`src/rtl/exec_ls_if.sv`:
```
// exec_ls_if: issue-queue handshake, data-memory port and CDB signals of the
// load/store execution unit, bundled so the unit and its environment share one
// definition. The unit takes the slave view; the environment takes the master view.

interface exec_ls_if #(
    parameter int DMEM_AW = 10
);
    // Issue queue -> unit
    logic               issuels_opcode;
    logic [5:0]         issuels_rttag;
    logic [31:0]        issuels_addr;
    logic [31:0]        issuels_data;
    logic               issuels_ready;
    logic               issuels_done;

    // Unit <-> data memory
    logic [DMEM_AW-1:0] dmem_addr;
    logic [31:0]        dmem_wdata;
    logic               dmem_re;
    logic               dmem_we;
    logic [31:0]        dmem_rdata;
    logic               dmem_ack;

    // Unit <-> common data bus arbiter
    logic               cdb_req;
    logic               cdb_grant;
    logic [5:0]         cdb_tag_out;
    logic [31:0]        cdb_data_out;

    modport slave (
        input  issuels_opcode,
        input  issuels_rttag,
        input  issuels_addr,
        input  issuels_data,
        input  issuels_ready,
        output issuels_done,
        output dmem_addr,
        output dmem_wdata,
        output dmem_re,
        output dmem_we,
        input  dmem_rdata,
        input  dmem_ack,
        output cdb_req,
        input  cdb_grant,
        output cdb_tag_out,
        output cdb_data_out
    );

    modport master (
        output issuels_opcode,
        output issuels_rttag,
        output issuels_addr,
        output issuels_data,
        output issuels_ready,
        input  issuels_done,
        input  dmem_addr,
        input  dmem_wdata,
        input  dmem_re,
        input  dmem_we,
        output dmem_rdata,
        output dmem_ack,
        input  cdb_req,
        output cdb_grant,
        input  cdb_tag_out,
        input  cdb_data_out
    );
endinterface

```
`src/rtl/exec_ls.sv`:
```
// exec_ls: load/store execution unit. Accepts one memory operation at a time
// from the load/store issue queue, performs it against a variable-latency data
// port, and publishes load results on the CDB through a request/grant arbiter.
// Stores retire silently on memory acknowledge.

`ifndef ISSUELS_FUNC_SW
`define ISSUELS_FUNC_SW 1'b1
`endif

module exec_ls #(
    parameter int DMEM_AW = 10,
    parameter int CNT_W   = 16
) (
    input  logic             clk,
    input  logic             reset,
    exec_ls_if.slave         bus,
    output logic             misalign,
    output logic [CNT_W-1:0] n_loads,
    output logic [CNT_W-1:0] n_stores
);

    typedef enum logic [1:0] {
        IDLE = 2'd0,
        MEM  = 2'd1,
        CDB  = 2'd2
    } state_t;

    state_t             state_q,    state_d;

    // Captured operation
    logic               is_store_q, is_store_d;
    logic [5:0]         tag_q,      tag_d;
    logic [DMEM_AW-1:0] addr_q,     addr_d;
    logic [31:0]        wdata_q,    wdata_d;

    // Load result awaiting broadcast
    logic [31:0]        result_q,   result_d;

    // Registered strobes
    logic               re_q,       re_d;
    logic               we_q,       we_d;
    logic               req_q,      req_d;

    // Status
    logic               misalign_q, misalign_d;
    logic [CNT_W-1:0]   n_loads_q,  n_loads_d;
    logic [CNT_W-1:0]   n_stores_q, n_stores_d;

    // Qualified events
    logic               accept;
    logic               mem_ack;
    logic               grant_take;

    // Byte-address bits above the data-memory word range are not used.
    logic               unused_addr_hi;
    assign unused_addr_hi = ^bus.issuels_addr[31:DMEM_AW+2];

    // Qualify handshake inputs by state; ack or grant outside their state is dropped.
    always_comb begin
        accept     = (state_q == IDLE) && bus.issuels_ready && !reset;
        mem_ack    = (state_q == MEM)  && bus.dmem_ack;
        grant_take = (state_q == CDB)  && bus.cdb_grant;
    end

    // Next-state, operand capture, counters and strobe values for the coming cycle.
    always_comb begin
        state_d    = state_q;
        is_store_d = is_store_q;
        tag_d      = tag_q;
        addr_d     = addr_q;
        wdata_d    = wdata_q;
        result_d   = result_q;
        misalign_d = misalign_q;
        n_loads_d  = n_loads_q;
        n_stores_d = n_stores_q;

        case (state_q)
            IDLE: begin
                if (accept) begin
                    is_store_d = (bus.issuels_opcode == `ISSUELS_FUNC_SW);
                    tag_d      = bus.issuels_rttag;
                    addr_d     = bus.issuels_addr[DMEM_AW+1:2];
                    wdata_d    = bus.issuels_data;
                    if (bus.issuels_addr[1:0] != 2'b00) begin
                        misalign_d = 1'b1;
                    end
                    state_d = MEM;
                end
            end
            MEM: begin
                if (mem_ack) begin
                    if (is_store_q) begin
                        n_stores_d = n_stores_q + CNT_W'(1);
                        state_d    = IDLE;
                    end else begin
                        result_d = bus.dmem_rdata;
                        state_d  = CDB;
                    end
                end
            end
            CDB: begin
                if (grant_take) begin
                    n_loads_d = n_loads_q + CNT_W'(1);
                    state_d   = IDLE;
                end
            end
            default: begin
                state_d = IDLE;
            end
        endcase

        // Strobes are decoded from the next state so they come straight off flops.
        re_d  = (state_d == MEM) && !is_store_d;
        we_d  = (state_d == MEM) &&  is_store_d;
        req_d = (state_d == CDB);
    end

    // State, operation registers, strobes and counters; reset aborts any op in flight.
    always_ff @(posedge clk or posedge reset) begin
        if (reset) begin
            state_q    <= IDLE;
            is_store_q <= 1'b0;
            tag_q      <= '0;
            addr_q     <= '0;
            wdata_q    <= '0;
            result_q   <= '0;
            re_q       <= 1'b0;
            we_q       <= 1'b0;
            req_q      <= 1'b0;
            misalign_q <= 1'b0;
            n_loads_q  <= '0;
            n_stores_q <= '0;
        end else begin
            state_q    <= state_d;
            is_store_q <= is_store_d;
            tag_q      <= tag_d;
            addr_q     <= addr_d;
            wdata_q    <= wdata_d;
            result_q   <= result_d;
            re_q       <= re_d;
            we_q       <= we_d;
            req_q      <= req_d;
            misalign_q <= misalign_d;
            n_loads_q  <= n_loads_d;
            n_stores_q <= n_stores_d;
        end
    end

    // Done is the only combinational output: the queue pops on the edge ending an IDLE+ready cycle.
    assign bus.issuels_done = accept;

    assign bus.dmem_addr    = addr_q;
    assign bus.dmem_wdata   = wdata_q;
    assign bus.dmem_re      = re_q;
    assign bus.dmem_we      = we_q;
    assign bus.cdb_req      = req_q;
    assign bus.cdb_tag_out  = tag_q;
    assign bus.cdb_data_out = result_q;

    assign misalign = misalign_q;
    assign n_loads  = n_loads_q;
    assign n_stores = n_stores_q;

    // The data port never sees both strobes, and a CDB request never overlaps a memory request.
    a_strobe_excl : assert property (@(posedge clk) disable iff (reset) !(re_q && we_q));
    a_req_excl    : assert property (@(posedge clk) disable iff (reset) !(req_q && (re_q || we_q)));

endmodule

```
`src/flat_wrapper.sv`:
```
// flat-port wrapper written by rule: the top's interface ports become plain ports
module exec_ls_flat 
#(
    parameter int DMEM_AW = 10,
    parameter int CNT_W   = 16
)
  (clk, reset, misalign, n_loads, n_stores, bus_issuels_opcode, bus_issuels_rttag, bus_issuels_addr, bus_issuels_data, bus_issuels_ready, bus_issuels_done, bus_dmem_addr, bus_dmem_wdata, bus_dmem_re, bus_dmem_we, bus_dmem_rdata, bus_dmem_ack, bus_cdb_req, bus_cdb_grant, bus_cdb_tag_out, bus_cdb_data_out);
  exec_ls_if #(.DMEM_AW(DMEM_AW)) bus_i ();
  input  logic clk;
  input  logic reset;
  output logic misalign;
  output logic [CNT_W-1:0] n_loads;
  output logic [CNT_W-1:0] n_stores;
  input wire logic [$bits(bus_i.issuels_opcode)-1:0] bus_issuels_opcode;
  input wire logic [$bits(bus_i.issuels_rttag)-1:0] bus_issuels_rttag;
  input wire logic [$bits(bus_i.issuels_addr)-1:0] bus_issuels_addr;
  input wire logic [$bits(bus_i.issuels_data)-1:0] bus_issuels_data;
  input wire logic [$bits(bus_i.issuels_ready)-1:0] bus_issuels_ready;
  output wire logic [$bits(bus_i.issuels_done)-1:0] bus_issuels_done;
  output wire logic [$bits(bus_i.dmem_addr)-1:0] bus_dmem_addr;
  output wire logic [$bits(bus_i.dmem_wdata)-1:0] bus_dmem_wdata;
  output wire logic [$bits(bus_i.dmem_re)-1:0] bus_dmem_re;
  output wire logic [$bits(bus_i.dmem_we)-1:0] bus_dmem_we;
  input wire logic [$bits(bus_i.dmem_rdata)-1:0] bus_dmem_rdata;
  input wire logic [$bits(bus_i.dmem_ack)-1:0] bus_dmem_ack;
  output wire logic [$bits(bus_i.cdb_req)-1:0] bus_cdb_req;
  input wire logic [$bits(bus_i.cdb_grant)-1:0] bus_cdb_grant;
  output wire logic [$bits(bus_i.cdb_tag_out)-1:0] bus_cdb_tag_out;
  output wire logic [$bits(bus_i.cdb_data_out)-1:0] bus_cdb_data_out;
  assign bus_i.issuels_opcode = bus_issuels_opcode;
  assign bus_i.issuels_rttag = bus_issuels_rttag;
  assign bus_i.issuels_addr = bus_issuels_addr;
  assign bus_i.issuels_data = bus_issuels_data;
  assign bus_i.issuels_ready = bus_issuels_ready;
  assign bus_issuels_done = bus_i.issuels_done;
  assign bus_dmem_addr = bus_i.dmem_addr;
  assign bus_dmem_wdata = bus_i.dmem_wdata;
  assign bus_dmem_re = bus_i.dmem_re;
  assign bus_dmem_we = bus_i.dmem_we;
  assign bus_i.dmem_rdata = bus_dmem_rdata;
  assign bus_i.dmem_ack = bus_dmem_ack;
  assign bus_cdb_req = bus_i.cdb_req;
  assign bus_i.cdb_grant = bus_cdb_grant;
  assign bus_cdb_tag_out = bus_i.cdb_tag_out;
  assign bus_cdb_data_out = bus_i.cdb_data_out;
  exec_ls #(.DMEM_AW(DMEM_AW), .CNT_W(CNT_W)) u_core (.clk(clk), .reset(reset), .bus(bus_i), .misalign(misalign), .n_loads(n_loads), .n_stores(n_stores));
endmodule
```
`config.mk`:
```
export PLATFORM = sky130hd
export DESIGN_NAME = exec_ls_flat
export DESIGN_NICKNAME = d
export VERILOG_FILES = /design/src/rtl/exec_ls_if.sv /design/src/rtl/exec_ls.sv /design/src/flat_wrapper.sv
export SDC_FILE = /design/constraint.sdc
export NUM_CORES = 1
export LEC_CHECK = 0
export CAP_MARGIN = 25
export CORE_MARGIN = 2
export CORE_UTILIZATION = 44
export CTS_CLUSTER_SIZE = 30
export DETAILED_ROUTE_END_ITERATION = 8
export PLACE_DENSITY_LB_ADDON = 0.3
export SLEW_MARGIN = 15
export SYNTH_ARGS = -nofsm -noshare
export SYNTH_HDL_FRONTEND = slang
export SYNTH_SLANG_ARGS = --single-unit
```
`constraint.sdc`:
```
create_clock -name clk -period 19.35 [get_ports clk]
set_clock_uncertainty 0.15 [all_clocks]
set_input_delay 3.87 -clock clk [delete_from_list [all_inputs] [get_ports clk]]
set_output_delay 3.87 -clock clk [all_outputs]
set_load 0.02 [all_outputs]
```
==> impl_metrics.csv <==
group,metric,value,unit
status,status,"finished clean",
cts,clk_pin_slew,0.06,ns
synthesis,synth_top_cell_area_share,0.636,
timing,maxSlewViolCount,0,
synthesis,yosysSeqAreaShare,0.636,
floorplan,dieArea,0.0115,mm²
global_route,track_usage,0.210,
worst_setup_path,cp_top_family,"buffers and inverters",
drt,wl_per_cell,14.7,µm
synthesis,syn-cell-area,0.00468,mm²
cts,cts_hold_buf,0,
min_path,hold_path_class,"reg -> reg",
power_and_ir_drop,p_per_area,150,mW/mm²
worst_setup_path,crit_chain,"clkdlybuf4s50_1, inv_4, nand3_2, clkinv_1, clkdlybuf4s50_1",
drt,drc,0,
cts,cts_sinks,119,
cells_and_area,final_nets,743,
floorplan,fp-row-count,37,
cts,post_cts_resized,0,
worst_setup_path,reg2reg_depth,6,
synthesis,synthCells,423,
worst_setup_path,cpPeakStageDelay,0.62,ns
global_route,grt_first_pass_wirelength,18.8,mm
worst_setup_path,crit_fanout,67,
cells_and_area,multi_input_area,0.00163,mm²
cells_and_area,drive_gt1_frac,0.121,
synthesis,yosys_warnings,0,
timing,relSlewSlack,0.461,
synthesis,ys_top_cells_by_area,"dfrtp_1 64%, nand2_1 13%, mux2_2 7.9%",
timing,period_minus_slack,10.32,ns
worst_setup_path,cp-end-kind,"primary output",
cts,cts_buffers,17,
timing,hold_viol,0,
power_and_ir_drop,leakagePower,3.42,nW
timing,max_freq,96.9,MHz
floorplan,initial_core_util,0.454,
worst_setup_path,r2r-start,"u_core.state_q[1]$_DFF_PP0_",
cts,clkLatencyLatePin,0.49,ns
power_and_ir_drop,power,0.00112,W
min_path,holdCritStartpoint,"u_core.n_stores[15]$_DFFE_PP0P_",
synthesis,yosysTopAreaCell,"dfrtp_1",
cells_and_area,syn2layout_area_growth,60.0,%
worst_setup_path,worst-endpoint-required,15.33,ns
worst_setup_path,regToRegEndpoint,"u_core.bus.dmem_we$_DFF_PP0_",
floorplan,dieWidth,107,µm
drt,drt-pass1-iter-count,4,
cells_and_area,seq_area,0.00298,mm²
drt,totalWireLength,11.5,mm
cts,cts_tree,"yes",
cells_and_area,fillers,713,
drt,via_count,3759,
timing,fin_crit_sh,0.533,
global_route,grt_remaining_overflow,0,
floorplan,core_area,0.0103,mm²
global_route,grt_pass1_vias,3886,
cts,h-tree-depth,4,
worst_setup_path,path_common_cell,"clkdlybuf4s50_1",
worst_setup_path,crit_path_start,"reset",
timing,setup_viol,0,
worst_setup_path,critical_path_arrival,6.30,ns
worst_setup_path,cp-endpoint,"bus_issuels_done",
worst_setup_path,start_kind,"primary input",
cts,clock_tree.buffer_depth,2,
worst_setup_path,reg2reg_slack,17.01,ns
global_route,antenna_found_initial,0,
drt,ant_nets,0,
drt,drtIter0Drc,146,
timing,grt_setup_unrepaired,"no",
drt,vias_per_cell,4.81,
worst_setup_path,worst_path_max_delay_cell,"clkdlybuf4s50_1",
synthesis,avgSynthCellArea,11.1,µm²
synthesis,synth_cell_types,29,
worst_setup_path,crit_buf_inv,4,
placed_design,port_buffers,204,
timing,finalSetupTns,0,ns
timing,timing.hold.ws,0.319,ns
timing,worst_slew_pin_slew,0.809,ns
run,cap_violations,0,
cts,postCtsSetupRepairBufs,0,
placed_design,dpl.hpwl,8.32,mm
synthesis,synth-seq-cells,119,
cts,clockRootBuffer,"clkbuf_8",
worst_setup_path,criticalPathCategory,"in -> out",
global_route,grt_max_degree,68,
worst_setup_path,cp_num_cells,5,
placed_design,place.gp.congestion,0.774,
cells_and_area,antenna_cells,0,
timing,fin_ws,9.03,ns
floorplan,ioPinCount,225,
placed_design,dp_slack,8.96,ns
floorplan,die_y,107,µm
synthesis,synth_nets,533,
power_and_ir_drop,ir_worst_vdd,0.0935,mV
==> area by class of cell <==
cell class	count	share of cell area
Clock buffer	18	0.0571
Inverter	6	0.00334
Sequential cell	119	0.398
Timing Repair Buffer	208	0.278
Multi-Input combinational cell	281	0.218
Clock inverter	14	0.0232
Tap cell	136	0.0227
==> synth_stat cells (all sizes together) <==
cell / count
or3: 1
nor2: 13
and2: 2
mux2: 33
o22a: 1
dfrtp: 119
xor2: 8
xnor2: 22
buf: 6
a21oi: 4
and4b: 1
nor4bb: 1
or4: 1
o21bai: 1
clkbuf: 11
nand2: 162
ha: 2
nand2b: 2
nor3: 1
nand4: 8
inv: 5
o21ai: 1
nand3b: 1
and4: 4
a22oi: 2
clkinv: 1
or2: 2
nand3: 8
==> cell usage in the layout, fill, tap and decap left out, drive strengths merged, types with 5 or more instances in the layout <==
cell type,count
clkbuf,18
clkdlybuf4s50,204
clkinv,5
dfrtp,119
inv,8
mux2,33
nand2,162
nand3,8
nand4,8
nor2,13
xnor2,22
xor2,8
==> registers in the layout, indices dropped and copies added (netlist names) <==
name                     count
u_core.misalign              1
u_core.bus.cdb_req           1
u_core.bus.dmem_wdata       32
u_core.bus.dmem_addr        10
u_core.bus.cdb_tag_out       6
u_core.n_stores             16
u_core.is_store_q            1
u_core.state_q               2
u_core.bus.cdb_data_out     32
u_core.bus.dmem_we           1
u_core.bus.dmem_re           1
u_core.n_loads              16
==> through the flow <==
step                utilization  cell area, µm²  cells
CTS                       0.725            7490    782
finish                    0.725            7490    782
detailed placement        0.667            6890    750
global route              0.725            7490    782
floorplan                     -            4680    423
global placement          0.665            6870    749
==> per-layer routing <==
metal,vias up,global-route usage,share of wire
li1,1783,-,-
met1,1824,0.258,0.41
met2,136,0.344,0.50
met3,16,0.0705,0.074
met4,0,0.0807,0.019
met5,-,0,0
==> how the worst min path moves through the flow <==
stage                                       endpoint  slack [ns]  cells past startpoint
2_1_floorplan           u_core.bus.dmem_re$_DFF_PP0_        0.39                      2
3_3_place_gp     u_core.bus.dmem_addr[4]$_DFFE_PP0P_        0.31                      2
3_5_place_dp   u_core.bus.dmem_wdata[16]$_DFFE_PP0P_        0.31                      2
4_1_cts              u_core.n_stores[15]$_DFFE_PP0P_        0.32                      1
5_1_grt              u_core.n_stores[15]$_DFFE_PP0P_        0.34                      1
6_report             u_core.n_stores[15]$_DFFE_PP0P_        0.32                      1
==> report_power, final <==
part	switching, W	internal [W]
combinational	0.000208	0.000213
clock	0.000112	0.000201
sequential	0.0000553	0.000335
total	0.000376	0.000748
==> kinds of logic after synthesis <==
logic type                 count (synthesis)  synth area share
AOI/OAI and AO/OA                          9            0.0120
xor gates and xnor gates                  30            0.0577
adders and majority gates                  2           0.00534
buffers and inverters                     23            0.0200
DFF                                      119             0.636
muxes                                     33            0.0794
and+or+nand+nor                          207             0.189
(Power assumes the default switching activity.)
